**src/rtl/mips_pkg.sv**
```systemverilog
// Shared pipeline definitions: access-size encodings and the load/store unit state type.
package mips_pkg;

  localparam logic [1:0] SZ_BYTE = 2'd0;
  localparam logic [1:0] SZ_HALF = 2'd1;
  localparam logic [1:0] SZ_WORD = 2'd2;

  typedef enum logic [1:0] {
    IDLE = 2'd0,
    REQ  = 2'd1,
    RESP = 2'd2
  } lsu_state_t;

endpackage

```
**src/rtl/mem_stage_lsu_if.sv**
```systemverilog
// Data-memory request/grant/response bus. master = load/store unit, slave = memory.
interface mem_stage_lsu_if #(
  parameter int ADDR_W = 32
);

  logic              mem_req;
  logic              mem_we;
  logic [ADDR_W-1:0] mem_addr;
  logic [3:0]        mem_be;
  logic [31:0]       mem_wdata;
  logic              mem_gnt;
  logic              mem_rvalid;
  logic [31:0]       mem_rdata;

  modport master (
    output mem_req, mem_we, mem_addr, mem_be, mem_wdata,
    input  mem_gnt, mem_rvalid, mem_rdata
  );

  modport slave (
    input  mem_req, mem_we, mem_addr, mem_be, mem_wdata,
    output mem_gnt, mem_rvalid, mem_rdata
  );

endinterface

```
**src/rtl/mem_stage_lsu_align.sv**
```systemverilog
// Byte-lane logic for the load/store unit: store steering, byte enables, misalignment
// detection and load lane select/extension. Purely combinational, no handshake.
module lsu_align
  import mips_pkg::*;
(
  input  logic [1:0]  st_size,
  input  logic [1:0]  st_lane,
  input  logic [31:0] st_wdata,
  output logic [3:0]  st_be,
  output logic [31:0] st_wdata_lane,
  output logic        misaligned,
  input  logic [1:0]  ld_size,
  input  logic [1:0]  ld_lane,
  input  logic        ld_unsigned,
  input  logic [31:0] ld_rdata,
  output logic [31:0] ld_data
);

  logic [7:0]  ld_byte;
  logic [15:0] ld_half;

  always_comb begin
    st_be         = 4'b0000;
    st_wdata_lane = 32'h0;
    misaligned    = 1'b1;
    case (st_size)
      SZ_BYTE: begin
        st_be         = 4'b0001 << st_lane;
        st_wdata_lane = {4{st_wdata[7:0]}};
        misaligned    = 1'b0;
      end
      SZ_HALF: begin
        st_be         = st_lane[1] ? 4'b1100 : 4'b0011;
        st_wdata_lane = {2{st_wdata[15:0]}};
        misaligned    = st_lane[0];
      end
      SZ_WORD: begin
        st_be         = 4'b1111;
        st_wdata_lane = st_wdata;
        misaligned    = |st_lane;
      end
      default: begin
        st_be         = 4'b0000;
        st_wdata_lane = 32'h0;
        misaligned    = 1'b1;
      end
    endcase
  end

  always_comb begin
    ld_byte = ld_rdata[{ld_lane, 3'b000} +: 8];
    ld_half = ld_lane[1] ? ld_rdata[31:16] : ld_rdata[15:0];
    case (ld_size)
      SZ_BYTE: ld_data = {{24{~ld_unsigned & ld_byte[7]}}, ld_byte};
      SZ_HALF: ld_data = {{16{~ld_unsigned & ld_half[15]}}, ld_half};
      default: ld_data = ld_rdata;
    endcase
  end

endmodule

```
**src/rtl/mem_stage_lsu.sv**
```systemverilog
// MEM-stage load/store unit: one access at a time over req/gnt/rvalid; load data one cycle after rvalid.
// Stalls the pipeline from the accept cycle through the rvalid cycle; misaligned accesses never stall.
module mem_stage_lsu
  import mips_pkg::*;
#(
  parameter int ADDR_W = 32,
  parameter int DATA_W = 32
) (
  input  logic              clock,
  input  logic              reset_n,
  input  logic              ex_valid,
  input  logic              ex_mem_read,
  input  logic              ex_mem_write,
  input  logic [1:0]        ex_size,
  input  logic              ex_unsigned,
  input  logic [ADDR_W-1:0] ex_addr,
  input  logic [DATA_W-1:0] ex_wdata,
  output logic              stall,
  output logic              wb_valid,
  output logic [DATA_W-1:0] wb_rdata,
  output logic              misalign_err,
  mem_stage_lsu_if.master   mem
);

  lsu_state_t        state_q;
  logic              we_q;
  logic [ADDR_W-1:0] addr_q;
  logic [3:0]        be_q;
  logic [DATA_W-1:0] wdata_q;
  logic [1:0]        ld_size_q;
  logic [1:0]        ld_lane_q;
  logic              ld_uns_q;
  logic              wb_valid_q;
  logic [DATA_W-1:0] wb_rdata_q;
  logic              misalign_q;

  logic              accept;
  logic              aligned_accept;
  logic              complete;
  logic [3:0]        st_be;
  logic [DATA_W-1:0] st_wdata_lane;
  logic              misaligned;
  logic [DATA_W-1:0] ld_data;

  lsu_align u_align (
    .st_size       (ex_size),
    .st_lane       (ex_addr[1:0]),
    .st_wdata      (ex_wdata),
    .st_be         (st_be),
    .st_wdata_lane (st_wdata_lane),
    .misaligned    (misaligned),
    .ld_size       (ld_size_q),
    .ld_lane       (ld_lane_q),
    .ld_unsigned   (ld_uns_q),
    .ld_rdata      (mem.mem_rdata),
    .ld_data       (ld_data)
  );

  assign accept         = (state_q == IDLE) & ex_valid & (ex_mem_read | ex_mem_write);
  assign aligned_accept = accept & ~misaligned;
  assign complete       = ((state_q == REQ) & mem.mem_gnt & mem.mem_rvalid) |
                          ((state_q == RESP) & mem.mem_rvalid);

  always_ff @(posedge clock or negedge reset_n) begin
    if (!reset_n) begin
      state_q    <= IDLE;
      we_q       <= 1'b0;
      addr_q     <= '0;
      be_q       <= 4'b0000;
      wdata_q    <= '0;
      ld_size_q  <= SZ_BYTE;
      ld_lane_q  <= 2'b00;
      ld_uns_q   <= 1'b0;
      wb_valid_q <= 1'b0;
      wb_rdata_q <= '0;
      misalign_q <= 1'b0;
    end else begin
      wb_valid_q <= 1'b0;
      misalign_q <= accept & misaligned;
      case (state_q)
        IDLE: begin
          // Read wins when both read and write are flagged.
          if (aligned_accept) begin
            state_q   <= REQ;
            we_q      <= ~ex_mem_read;
            addr_q    <= {ex_addr[ADDR_W-1:2], 2'b00};
            be_q      <= st_be;
            wdata_q   <= st_wdata_lane;
            ld_size_q <= ex_size;
            ld_lane_q <= ex_addr[1:0];
            ld_uns_q  <= ex_unsigned;
          end
        end
        REQ: begin
          if (mem.mem_gnt) begin
            state_q <= mem.mem_rvalid ? IDLE : RESP;
          end
        end
        RESP: begin
          if (mem.mem_rvalid) begin
            state_q <= IDLE;
          end
        end
        default: state_q <= IDLE;
      endcase
      if (complete && !we_q) begin
        wb_valid_q <= 1'b1;
        wb_rdata_q <= ld_data;
      end
    end
  end

  assign stall         = (state_q != IDLE) | aligned_accept;
  assign wb_valid      = wb_valid_q;
  assign wb_rdata      = wb_rdata_q;
  assign misalign_err  = misalign_q;
  assign mem.mem_req   = (state_q == REQ);
  assign mem.mem_we    = we_q;
  assign mem.mem_addr  = addr_q;
  assign mem.mem_be    = be_q;
  assign mem.mem_wdata = wdata_q;

endmodule

```
**src/flat_wrapper.sv**
```systemverilog
// flat-port wrapper written by rule: the top's interface ports become plain ports
module mem_stage_lsu_flat import mips_pkg::*;
#(
  parameter int ADDR_W = 32,
  parameter int DATA_W = 32
)
  (clock, reset_n, ex_valid, ex_mem_read, ex_mem_write, ex_size, ex_unsigned, ex_addr, ex_wdata, stall, wb_valid, wb_rdata, misalign_err, mem_mem_req, mem_mem_we, mem_mem_addr, mem_mem_be, mem_mem_wdata, mem_mem_gnt, mem_mem_rvalid, mem_mem_rdata);
  mem_stage_lsu_if #(.ADDR_W(ADDR_W)) mem_i ();
  input  logic clock;
  input  logic reset_n;
  input  logic ex_valid;
  input  logic ex_mem_read;
  input  logic ex_mem_write;
  input  logic [1:0] ex_size;
  input  logic ex_unsigned;
  input  logic [ADDR_W-1:0] ex_addr;
  input  logic [DATA_W-1:0] ex_wdata;
  output logic stall;
  output logic wb_valid;
  output logic [DATA_W-1:0] wb_rdata;
  output logic misalign_err;
  output wire logic [$bits(mem_i.mem_req)-1:0] mem_mem_req;
  output wire logic [$bits(mem_i.mem_we)-1:0] mem_mem_we;
  output wire logic [$bits(mem_i.mem_addr)-1:0] mem_mem_addr;
  output wire logic [$bits(mem_i.mem_be)-1:0] mem_mem_be;
  output wire logic [$bits(mem_i.mem_wdata)-1:0] mem_mem_wdata;
  input wire logic [$bits(mem_i.mem_gnt)-1:0] mem_mem_gnt;
  input wire logic [$bits(mem_i.mem_rvalid)-1:0] mem_mem_rvalid;
  input wire logic [$bits(mem_i.mem_rdata)-1:0] mem_mem_rdata;
  assign mem_mem_req = mem_i.mem_req;
  assign mem_mem_we = mem_i.mem_we;
  assign mem_mem_addr = mem_i.mem_addr;
  assign mem_mem_be = mem_i.mem_be;
  assign mem_mem_wdata = mem_i.mem_wdata;
  assign mem_i.mem_gnt = mem_mem_gnt;
  assign mem_i.mem_rvalid = mem_mem_rvalid;
  assign mem_i.mem_rdata = mem_mem_rdata;
  mem_stage_lsu #(.ADDR_W(ADDR_W), .DATA_W(DATA_W)) u_core (.clock(clock), .reset_n(reset_n), .ex_valid(ex_valid), .ex_mem_read(ex_mem_read), .ex_mem_write(ex_mem_write), .ex_size(ex_size), .ex_unsigned(ex_unsigned), .ex_addr(ex_addr), .ex_wdata(ex_wdata), .stall(stall), .wb_valid(wb_valid), .wb_rdata(wb_rdata), .misalign_err(misalign_err), .mem(mem_i));
endmodule
```
**config.mk**
```make
export PLATFORM = sky130hd
export DESIGN_NAME = mem_stage_lsu_flat
export DESIGN_NICKNAME = d
export VERILOG_FILES = /design/src/rtl/mips_pkg.sv /design/src/rtl/mem_stage_lsu_if.sv /design/src/rtl/mem_stage_lsu_align.sv /design/src/rtl/mem_stage_lsu.sv /design/src/flat_wrapper.sv
export SDC_FILE = /design/constraint.sdc
export NUM_CORES = 1
export LEC_CHECK = 0
export ABC_AREA = 1
export ABC_CLOCK_PERIOD_IN_PS = 3500
export BUFFER_PORTS_ARGS = -buffer_cell sky130_fd_sc_hd__buf_2
export CAP_MARGIN = 10
export CORE_ASPECT_RATIO = 0.8
export CORE_MARGIN = 2
export CORE_UTILIZATION = 24
export CTS_BUF_LIST = sky130_fd_sc_hd__clkbuf_4
export CTS_CLUSTER_SIZE = 30
export DETAILED_ROUTE_END_ITERATION = 10
export GPL_TIMING_DRIVEN = 1
export PLACE_DENSITY_LB_ADDON = 0.12
export SYNTH_ARGS = -nofsm -noshare
export SYNTH_HDL_FRONTEND = slang
export SYNTH_SLANG_ARGS = --single-unit
```
**constraint.sdc**
```tcl
create_clock -name clock -period 3.5 [get_ports clock]
set_clock_uncertainty 0.15 [all_clocks]
set_input_delay 0.175 -clock clock [delete_from_list [all_inputs] [get_ports clock]]
set_output_delay 0.175 -clock clock [all_outputs]
set_load 0.03 [all_outputs]
```
# Word-level counts from Yosys, hierarchy flattened
# Index checks and enable logic that the tools add are counted.
dict set report word_totals {
  elab_cells 57
  reg_bits 108
  input_bits 106
}
dict set report classes {
  shift 2
  bitwise 15
  n_eq_ne 8
  n_reduce_logical 9
  mux 12
}
# op n
set ops {}
lappend ops {{$pmux W32 S3} 1}
lappend ops {{$pmux W32 S2} 1}
lappend ops {{$shiftx A32 B6 Y8} 1}
lappend ops {{$mux W16} 1}
lappend ops {{$pmux W4 S3} 1}
lappend ops {{$and A1 B1 Y1} 9}
lappend ops {{$mux W2} 4}
lappend ops {{$eq A2 B1 Y1 const B} 3}
lappend ops {{$logic_not A2 Y1} 3}
lappend ops {{$pmux W2 S3} 1}
lappend ops {{$eq A2 B2 Y1 const B} 2}
lappend ops {{$mux W4} 1}
lappend ops {{$ne A2 B1 Y1 const B} 2}
lappend ops {{$shl A1 B2 Y4 const A} 1}
lappend ops {{$not A1 Y1} 3}
lappend ops {{$or A1 B1 Y1} 3}
lappend ops {{$pmux W1 S3} 1}
lappend ops {{$reduce_and A3 Y1} 1}
lappend ops {{$ne A2 B2 Y1 const B} 1}
lappend ops {{$reduce_and A2 Y1} 1}
lappend ops {{$reduce_bool A2 Y1} 1}
lappend ops {{$reduce_or A2 Y1} 1}
lappend ops {{$logic_and A1 B1 Y1} 1}
lappend ops {{$logic_not A1 Y1} 1}
lappend ops {{$mux W1} 1}

# Longest topological paths before layout
# Gate-level depths: netlist of the first run.
dict set report logic_depth {
  word_depth 6
  ltp_mapped 10
  ltp_nobuf 9
}

# Cells and area by module
# A second synthesis of the first run with hierarchy kept.
dict set report hier_totals {
  cells_unflattened 746
  hier_area_um2 5845.6
}
# mod n_inst cells_per_inst area_each_um2
set by_module_without_submodules {}
lappend by_module_without_submodules {mem_stage_lsu 1 489 4476.8}
lappend by_module_without_submodules {lsu_align 1 257 1368.8}

# Least setup slack after synthesis of the first run
# Ideal clock, no wire load.
dict set report synth_timing {
  kind {register to register}
  from {register u_core.we_q, in the netlist u_core.mem.mem_we}
  to {register u_core.wb_rdata_q[4], in the netlist u_core.wb_rdata[4]}
  path_slack_ns 1.892
  setup_ns 0.077
  synth_period_minus_slack_ns 1.608
  path_stages_with_launch 9
  arrival_ns 1.381
  n_path_buf 1
  path_cell_list {dfrtp_1 -> inv_1 -> nand2_1 -> nor2_2 -> nand2_2 -> inv_2 -> buf_4 -> nor2_1 -> a21oi_1}
}
dict set report synth_between {
  elab_chain_len 2
}
# element line_no
set synth_rtl {}
lappend synth_rtl {{start: declaration} mem_stage_lsu.sv:26} ;# logic we_q;
lappend synth_rtl {{start signal: assignment} mem_stage_lsu.sv:85} ;# we_q <= ~ex_mem_read;
lappend synth_rtl {{$logic_not A1 Y1} mem_stage_lsu.sv:106} ;# if (complete && !we_q) begin
lappend synth_rtl {{$logic_and A1 B1 Y1} mem_stage_lsu.sv:106}
lappend synth_rtl {{end signal: assignment} mem_stage_lsu.sv:108} ;# wb_rdata_q <= ld_data;
lappend synth_rtl {{end: declaration} mem_stage_lsu.sv:34} ;# logic [DATA_W-1:0] wb_rdata_q;
# Every way passes these cells.
# A chain may end at the register's enable or synchronous reset.

# Final worst setup path of the first run
dict set report layout_timing {
  from {input ex_size[1]}
  to {output stall}
}
dict set report layout_between {
  elab_chain_len 5
  word_cells_on_any_way 7
  classes_between {eq/ne: 2; mux: 1; bitwise: 3; reduce/logical: 1}
}
# element line_no
set layout_rtl {}
lappend layout_rtl {{start: declaration} flat_wrapper.sv:14} ;# input logic [1:0] ex_size;
lappend layout_rtl {{$eq A2 B2 Y1 (tied with other cells)} mem_stage_lsu_align.sv:26} ;# case (st_size)
lappend layout_rtl {{$pmux W1 S3 (*)} mem_stage_lsu_align.sv:26}
lappend layout_rtl {{$not A1 Y1 (*)} mem_stage_lsu.sv:60} ;# assign aligned_accept = accept & ~misaligned;
lappend layout_rtl {{$and A1 B1 Y1 (*)} mem_stage_lsu.sv:60}
lappend layout_rtl {{$or A1 B1 Y1 (*)} mem_stage_lsu.sv:113} ;# assign stall = (state_q != IDLE) | aligned_accept;
lappend layout_rtl {{end: declaration} flat_wrapper.sv:18} ;# output logic stall;
# Every way passes the cells marked *; elsewhere a longest branch is shown, timed or not.

==> results of run 1 <==
## placed cells by master (no fill, tap or decap), types with 9 or more instances in the layout
master / count
a21oi_1: 55
buf_2: 207
clkbuf_4: 9
dfrtp_1: 108
dlygate4sd3_1: 116
inv_1: 29
nand2_1: 321
nand3_1: 24
nor2_1: 33
o21ai_0: 40
## how the worst max path moves through the flow
stage | slack, ps | cells after the start | end | startpoint
detailed placement | 1420 | 7 | u_core.wb_rdata[19] | u_core.ld_lane_q[1]
finish | 1070 | 8 | stall | ex_size[1]
floorplan | 1890 | 8 | u_core.wb_rdata[4] | u_core.mem.mem_we
global route | 890 | 8 | stall | ex_size[1]
global placement | 1430 | 7 | u_core.wb_rdata[29] | u_core.ld_size_q[1]
CTS | 1040 | 8 | stall | ex_size[1]
## routing by layer
metal	part of all wire (%)	vias up	GRT usage (%)	wire length, um
li1	-	2698	-	-
met1	49	2371	21.9	8630
met2	44	136	24.5	7780
met3	5.7	20	4.72	1020
met4	1.7	0	3.93	301
met5	0	-	0	0
## sequential cells by signal, indices dropped and copies added (netlist names)
name,count
u_core.misalign_err,1
u_core.wb_valid,1
u_core.ld_uns_q,1
u_core.mem.mem_be,4
u_core.ld_size_q,2
u_core.mem.mem_addr,30
u_core.ld_lane_q,2
u_core.state_q,2
u_core.mem.mem_wdata,32
u_core.wb_rdata,32
u_core.mem.mem_we,1
## cell families after synthesis
kind of cell           synth area share [%]
DFF                                    53.1
other                                0.0737
buffers and inverters                  6.44
and+or+nand+nor                        30.2
AOI/OAI and AO/OA                      10.2
## critical path: stages
cell and delay, ps:
dlygate4sd3_1 530, buf_2 330, nor2_4 130, o21ai_2 200
nor2_4 50, inv_2 380, nand2_1 90, buf_2 210
## cell type report
class                           instances  area share, %
Sequential cell                       108           35.1
Timing Repair Buffer                  330           29.7
Multi-Input combinational cell        492           26.8
Tap cell                              269           4.38
Inverter                               33           1.61
Clock inverter                          7           1.40
Clock buffer                            9          0.878
Antenna cell                            1         0.0325
## per-stage QoR
stage	cell area, um^2	total power [mW]	cells	hold WS, ps	setup slack (ps)
2_1_floorplan	5090	3.55	666	-271	1890
3_3_place_gp	6330	4.36	1115	39.1	1430
3_5_place_dp	6330	4.34	1115	29.0	1420
4_1_cts	7690	5.26	1248	9.96	1040
5_1_grt	7690	5.56	1249	32.4	886
6_report	7690	5.18	1249	53.0	1070
## power groups by stage
stage	Combinational [mW]	Sequential, mW	Clock (mW)
after floorplan	0.766	2.79	0
after global placement	2.35	2.00	0
after detailed placement	2.35	1.99	0
after CTS	2.47	1.97	0.826
after global routing	2.66	2.02	0.870
final	2.44	1.96	0.776
## repair_timing
item | CTS | global route
resized for setup | 0 | 0
hold endpoints to repair | 215 | 0
setup endpoints to repair | 0 | 0
buffers inserted | 0 | 0
hold buffers | 117 | 0
==> flow_summary.json, run 1 <==
{
  "synth-edff-count": 0,
  "cts_tree": "built",
  "critPathLaunchType": "input port",
  "routed-via-count": 5225,
  "dr.pass1.iters": 4,
  "drtIter0Drc": 279,
  "cts_max_path_buffers": 2,
  "grt_pass1_wl_um": 28400,
  "p_leak_nw": 4.17,
  "fin_crit_sh_pct": 69.5,
  "reg2reg_to": "u_core.wb_rdata[0]",
  "whs_endpoint": "u_core.misalign_err",
  "yosysUniqueCellTypes": 23,
  "nFillCells": 2233,
  "grt_usage_pct": 15.9,
  "seqCellArea_um2": 2700,
  "cts_buffers": 9,
  "root_buffer": "clkbuf_4",
  "path_clk_slew_ps": 180,
  "cp_data_required_time_ps": 3170,
  "clkPwrFrac_pct": 15.0,
  "maxCapViolations": 0,
  "p_per_area_nw_per_um2": 673,
  "routed_via_density": 4.18,
  "run_status": "completed",
  "overflow": 0,
  "routed_wl_um": 17700,
  "h-tree-depth": 3,
  "fmax_mhz": 411,
  "synth_common_cells": "nand2_1, dfrtp_1, a21oi_1",
  "io_pins": 211,
  "worst_pin_slew_ps": 701,
  "io_buffers": 208,
  "hold_depth": 4,
  "multi_input_area_um2": 2060,
  "rsz0062_at_grt": "false",
  "swShare_pct": 47.4,
  "grt_pass1_vias": 5274,
  "area_growth_syn_to_layout_pct": 51.1,
  "synth_area_per_cell_um2": 7.66,
  "fp.dieH_um": 134,
  "drive_gt1_share_pct": 24.9,
  "yosys-top-cells-area": "dfrtp_1, nand2_1, a21oi_1",
  "seqPwrFrac_pct": 37.9,
  "finalSetupViolCount": 0,
  "end_kind": "primary output",
  "criticalPathCategory": "input port to primary output",
  "vdd_drop_max_uv": 264,
  "clock_latency_ps": 490,
  "async_reset_ff_share_pct": 100,
  "cp_data_arrival_time_ps": 2110,
  "post-route-util_pct": 37.1,
  "ff2ff_setup_slack_ps": 1330,
  "r2r_cells": 6,
  "slew_violations": 0,
  "grt_start_max_net_pins": 73,
  "hp-class": "input port to flop",
  "power_frac_comb_pct": 47.1,
  "dp_hpwl_um": 12100,
  "ant_nets": 0,
  "initial_core_util_pct": 24.5,
  "critPathMaxFanout": 33,
  "place_congestion": 0.769,
  "reg2reg_from": "u_core.ld_lane_q[1]",
  "fin_crit_ps": 2430,
  "fp.dieW_um": 167,
  "hold_viol_final": 0,
  "nets": 1080,
  "synth_warnings": 0,
  "dieArea_um2": 22400,
  "synth_ff_type": "dfrtp_1",
  "ys_ff_latch": 108,
  "ys_seq_area_share_pct": 53.1,
  "synth_top_area_cell": "dfrtp_1",
  "maxSlewHeadroom_pct": 53.3,
  "finalSetupTns_ps": 0,
  "cts_sinks": 108,
  "core_area_um2": 20800,
  "internal_power_mw": 2.72,
  "antenna_found_initial": 1,
  "yosysMostFrequentCell": "nand2_1",
  "remaining_drc_errors": 0,
  "synth_top_area_share_pct": 53.1,
  "syn-cell-area_um2": 5090,
  "syn_inst": 665,
  "worstHoldStart": "ex_mem_write",
  "wire_per_inst_um": 14.2,
  "switchingPower_mw": 2.46,
  "fp-row-count": 47
}
(Power assumes the default switching activity.)
==> run 2, diff against run 1 <==
- ABC_AREA: 1 -> 0
- ABC_CLOCK_PERIOD_IN_PS: 3500 -> 2500
- clock period: 3.5 -> 2.5 ns (I/O delays scaled with it)
==> flow_summary.json, run 2 <==
{
  "place_worst_setup_slack_ps": 323,
  "initial_core_util_pct": 24.3,
  "io_buffers": 208,
  "post-cts-setup-buffer-count": 0,
  "worst_slack_ps": 232,
  "synth_common_cells": "dfrtp_1, nand2_1, mux2_2",
  "p_leak_nw": 3.73,
  "yosysMostFrequentCell": "dfrtp_1",
  "fp-row-count": 48,
  "ant_nets": 0,
  "maxCapViolations": 0,
  "io_pins": 211,
  "synth_warnings": 0,
  "nets": 892,
  "wire_per_inst_um": 15.0,
  "r2r_cells": 5,
  "yosys-top-cells-area": "dfrtp_1, mux2_2, nand2_1",
  "root_buffer": "clkbuf_4",
  "cts_buffers": 9,
  "fp.dieH_um": 136,
  "reg2reg_to": "u_core.mem.mem_be[1]",
  "place_congestion": 0.797,
  "ys_seq_area_share_pct": 51.8,
  "drive_gt1_share_pct": 39.3,
  "rsz0062_at_grt": "false",
  "final_cell_mix": "buf_2, dlygate4sd3_1, dfrtp_1",
  "ys_ff_latch": 108,
  "dp_hpwl_um": 11300,
  "cp_data_required_time_ps": 2760,
  "place_area_um2": 6540,
  "finalSetupViolCount": 0,
  "yosysUniqueCellTypes": 42,
  "post-route-util_pct": 36.3,
  "cts_max_path_buffers": 2,
  "worst_pin_slew_ps": 778,
  "routed_wl_um": 16100,
  "clock_latency_ps": 460,
  "final_common_cell": "buf_2",
  "cts_tree": "built",
  "antenna_found_initial": 1,
  "core_area_um2": 21400,
  "routed-via-count": 4713,
  "nFillCells": 2145,
  "dr.pass1.iters": 4,
  "critPathMaxFanout": 5,
  "cp_data_arrival_time_ps": 2530,
  "cts_sinks": 108,
  "fin_crit_sh_pct": 90.7,
  "ff2ff_setup_slack_ps": 230,
  "slew_violations": 0,
  "hold_ws_ps": 84.9,
  "routed_via_density": 4.42,
  "maxSlewHeadroom_pct": 48.1,
  "grt_start_max_net_pins": 87,
  "fp.dieW_um": 169,
  "p_per_area_nw_per_um2": 916,
  "hold_viol_final": 0,
  "path_clk_slew_ps": 170,
  "critPathLaunchType": "flop",
  "vdd_drop_max_uv": 385,
  "fmax_mhz": 441,
  "syn-cell-area_um2": 5220,
  "criticalPathCategory": "flop to flop",
  "syn_inst": 484,
  "dieArea_um2": 22900,
  "run_status": "completed",
  "end_kind": "flop",
  "synth_area_per_cell_um2": 10.8,
  "synth_ff_type": "dfrtp_1",
  "overflow": 0,
  "grt_usage_pct": 14.0,
  "grt_pass1_vias": 4788,
  "h-tree-depth": 3,
  "grt_pass1_wl_um": 25400,
  "final_area_um2": 7790,
  "finalSetupTns_ps": 0,
  "synth_top_area_share_pct": 51.8,
  "area_growth_syn_to_layout_pct": 49.3,
  "remaining_drc_errors": 0,
  "synth-edff-count": 0,
  "drtIter0Drc": 185,
  "async_reset_ff_share_pct": 100,
  "fin_crit_ps": 2270,
  "reg2reg_from": "u_core.state_q[1]",
  "synth_top_area_cell": "dfrtp_1",
  "hp-class": "input port to asynchronous set/reset pin"
}
==> run 2: cells by family (layout without fill, tap and decap cells) <==
logic type / count (synthesis) / after routing / synth area share, %
buffers and inverters: 52 / 358 / 4.87
xor gates and xnor gates: 1 / 1 / 0.168
and+or+nand+nor: 146 / 146 / 14.9
muxes: 67 / 67 / 14.3
DFF: 108 / 108 / 51.8
other: 1 / 3 / 0.0719
AOI/OAI and AO/OA: 109 / 109 / 13.9
==> run 2: final cells by class <==
type	count	area [um^2]	area share, %
clock buffer	10	75.1	0.964
tap	275	344	4.42
inverter	12	45.0	0.578
antenna	1	2.50	0.0321
clock inverter	6	73.8	0.948
sequential	108	2700	34.7
timing repair buffer	330	2270	29.2
multi-input combinational	325	2270	29.2
==> run 2: timing repair <==
action / CTS / global route
endpoints found under the hold margin: 213 / 0
gates resized for setup: 0 / 0
hold buffers: 110 / 0
==> run 2: metrics by stage <==
step | total power, mW | instances
2_1_floorplan | 5.03 | 485
3_3_place_gp | 6.07 | 940
3_5_place_dp | 6.12 | 940
4_1_cts | 7.27 | 1066
5_1_grt | 7.62 | 1067
6_report | 7.14 | 1067
==> run 2: where the power goes <==
| group | total, mW | switching, mW | internal [mW] |
|---|---|---|---|
| sequential | 2.70 | 0.345 | 2.36 |
| clock | 0.948 | 0.621 | 0.327 |
| combinational | 3.49 | 2.24 | 1.24 |
| total | 7.14 | 3.21 | 3.93 |
==> run 2: how the worst max path moves through the flow <==
stage	startpoint	endpoint	slack, ps
after CTS	u_core.state_q[1]	u_core.mem.mem_be[1]	220
after detailed placement	u_core.ld_lane_q[1]	u_core.wb_rdata[23]	320
after floorplan	u_core.mem.mem_we	u_core.wb_rdata[20]	780
after global routing	u_core.state_q[0]	u_core.mem.mem_be[1]	90
final	u_core.state_q[1]	u_core.mem.mem_be[1]	230
after global placement	u_core.ld_lane_q[1]	u_core.wb_rdata[31]	380
==> run 2: metal layers <==
layer  part of all wire [%]  global-route usage (%)
met1                     44                    18.0
met3                    6.6                    3.90
met5                      0                       0
met4                    1.5                    3.83
met2                     48                    23.2
==> run 2: worst max-delay path, stage by stage, from the launching register on <==
cell and delay [ps]:
dfrtp_1 450, nor3b_2 400, and2_1 290, nand2_1 90, o311ai_0 250, dlygate4sd3_1 590
==> run 3, diff against run 2 <==
- CORE_UTILIZATION: 24 -> 50
- PLACE_DENSITY: not set -> 0.82
- PLACE_DENSITY_LB_ADDON: 0.12 -> not set
==> flow_summary.json, run 3 (synthesis results as in run 2) <==
{
  "final_common_cell": "buf_2",
  "p_leak_nw": 3.73,
  "clock_latency_ps": 450,
  "fp.dieH_um": 95.4,
  "cts_max_path_buffers": 2,
  "cpPeakStageDelay_ps": 610,
  "end_kind": "flop",
  "switchingPower_mw": 3.25,
  "internal_power_mw": 3.92,
  "cts_sinks": 108,
  "fp.dieW_um": 118,
  "run_status": "completed",
  "drive_gt1_share_pct": 39.5,
  "cp_data_required_time_ps": 2740,
  "cts_tree": "built",
  "dieArea_um2": 11300,
  "grt_usage_pct": 28.8,
  "path_clk_slew_ps": 160,
  "h-tree-depth": 3,
  "cts_resized": 0,
  "routed-via-count": 5095,
  "antenna_found_initial": 0,
  "critPathLaunchType": "flop",
  "nets": 891,
  "criticalPathCategory": "flop to flop",
  "swShare_pct": 45.4,
  "io_pins": 211,
  "power_frac_comb_pct": 49.1,
  "core_area_um2": 10200,
  "place_congestion": 0.878,
  "io_buffers": 208,
  "worst_pin_slew_ps": 665,
  "slowest_stage": "dlygate4sd3_1",
  "overflow": 0,
  "fin_crit_ps": 2330,
  "post-cts-setup-buffer-count": 0,
  "remaining_drc_errors": 0,
  "critical_path.top_delay_family": "simple AND/OR/NAND/NOR gates",
  "final_cell_mix": "buf_2, dfrtp_1, dlygate4sd3_1",
  "worst-path-buf-inv": 1,
  "power_mw": 7.17,
  "cts_buffers": 9,
  "grt_util_met3_pct": 6.76,
  "wire_per_inst_um": 17.4,
  "critPathMaxFanout": 5,
  "fin_crit_sh_pct": 93.2,
  "crit_cells": 5,
  "routed_via_density": 5.47,
  "grt_start_max_net_pins": 87,
  "ctsHoldBuffers": 107,
  "dr.pass1.iters": 5,
  "fp-row-count": 33,
  "p_per_area_nw_per_um2": 944,
  "hold_viol_final": 0,
  "slew_violations": 0,
  "path_cells": "nor3b_2, and2_1, nand2_1, o311ai_0, dlygate4sd3_1",
  "fmax_mhz": 429,
  "hp-class": "input port to asynchronous set/reset pin",
  "vdd_drop_max_uv": 612,
  "rsz0062_at_grt": "false",
  "maxSlewHeadroom_pct": 55.7,
  "cp_data_arrival_time_ps": 2570,
  "initial_core_util_pct": 51.2,
  "ant_nets": 0,
  "area_growth_syn_to_layout_pct": 45.6,
  "nFillCells": 651,
  "use_met1_pct": 33.8,
  "ff2ff_setup_slack_ps": 170,
  "r2r_cells": 5,
  "routed_wl_um": 16200,
  "drtIter0Drc": 355,
  "grt_pass1_vias": 5186,
  "grt_pass1_wl_um": 25700,
  "finalSetupViolCount": 0,
  "seqPwrFrac_pct": 38.4,
  "root_buffer": "clkbuf_4",
  "dp_hpwl_um": 10100,
  "met2_usage_pct": 50.7,
  "maxCapViolations": 0,
  "top_usage_layer": "met2",
  "clkPwrFrac_pct": 12.6,
  "finalSetupTns_ps": 0
}
run 3: cell count changes in the layout (fill, tap and decap cells not counted), sizes merged:
cell / change
dlygate4sd3: -3
buf: +2
clkinv: +1
clkinvlp: -1
run 3: final cells by class:
class,count,area (um^2),share of cell area [%]
clock buffers,10,75.1,0.988
diodes,1,2.50,0.0329
repair buffers,329,2260,29.7
clock inverters,6,63.8,0.840
inverters,12,45.0,0.593
flip-flops and latches,108,2700,35.6
multi-input cells,325,2270,29.9
well taps,140,175,2.31
run 3: metal layers:
layer / share of wire [%] / vias to the layer above
met1: 38 / 2458
met5: 0 / -
met3: 7.4 / 57
met4: 3.7 / 0
met2: 51 / 275
li1: - / 2305
run 3: worst reg2reg max path: stages, from the launching register on:
cell and delay [ps]:
dfrtp_1 450, nor3b_2 390, and2_1 270, nand2_1 90
o311ai_0 330, dlygate4sd3_1 610
run 3: final timing paths:
kind,from,to
max in group asynchronous,reset_n,u_core.ld_size_q[1]
worst min-delay path,reset_n,u_core.mem.mem_wdata[21]
min in group clock,ex_size[0],u_core.ld_size_q[0]
worst min register to register,u_core.mem.mem_wdata[30],u_core.mem.mem_wdata[30]
worst max-delay path,u_core.state_q[1],u_core.mem.mem_be[1]
worst max register to register,u_core.state_q[1],u_core.mem.mem_be[1]
run 3: metrics by stage:
| stage | utilization, % | hold WS, ps | setup slack [ps] | cells | area [um^2] |
|---|---|---|---|---|---|
| 2_1_floorplan | - | -321 | 777 | 485 | 5220 |
| 3_3_place_gp | 62.6 | 43.9 | 559 | 807 | 6380 |
| 3_5_place_dp | 62.6 | 52.9 | 488 | 807 | 6380 |
| 4_1_cts | 74.5 | 54.2 | 233 | 930 | 7590 |
| 5_1_grt | 74.5 | 73.6 | 42.7 | 930 | 7590 |
| 6_report | 74.5 | 63.5 | 169 | 931 | 7600 |
run 3: power by group through the flow:
stage	Combinational (mW)	Clock [mW]	Sequential, mW
2_1_floorplan	1.12	0	3.91
3_3_place_gp	3.24	0	2.72
3_5_place_dp	3.33	0	2.75
4_1_cts	3.47	0.927	2.72
5_1_grt	3.72	0.990	2.82
6_report	3.52	0.902	2.75
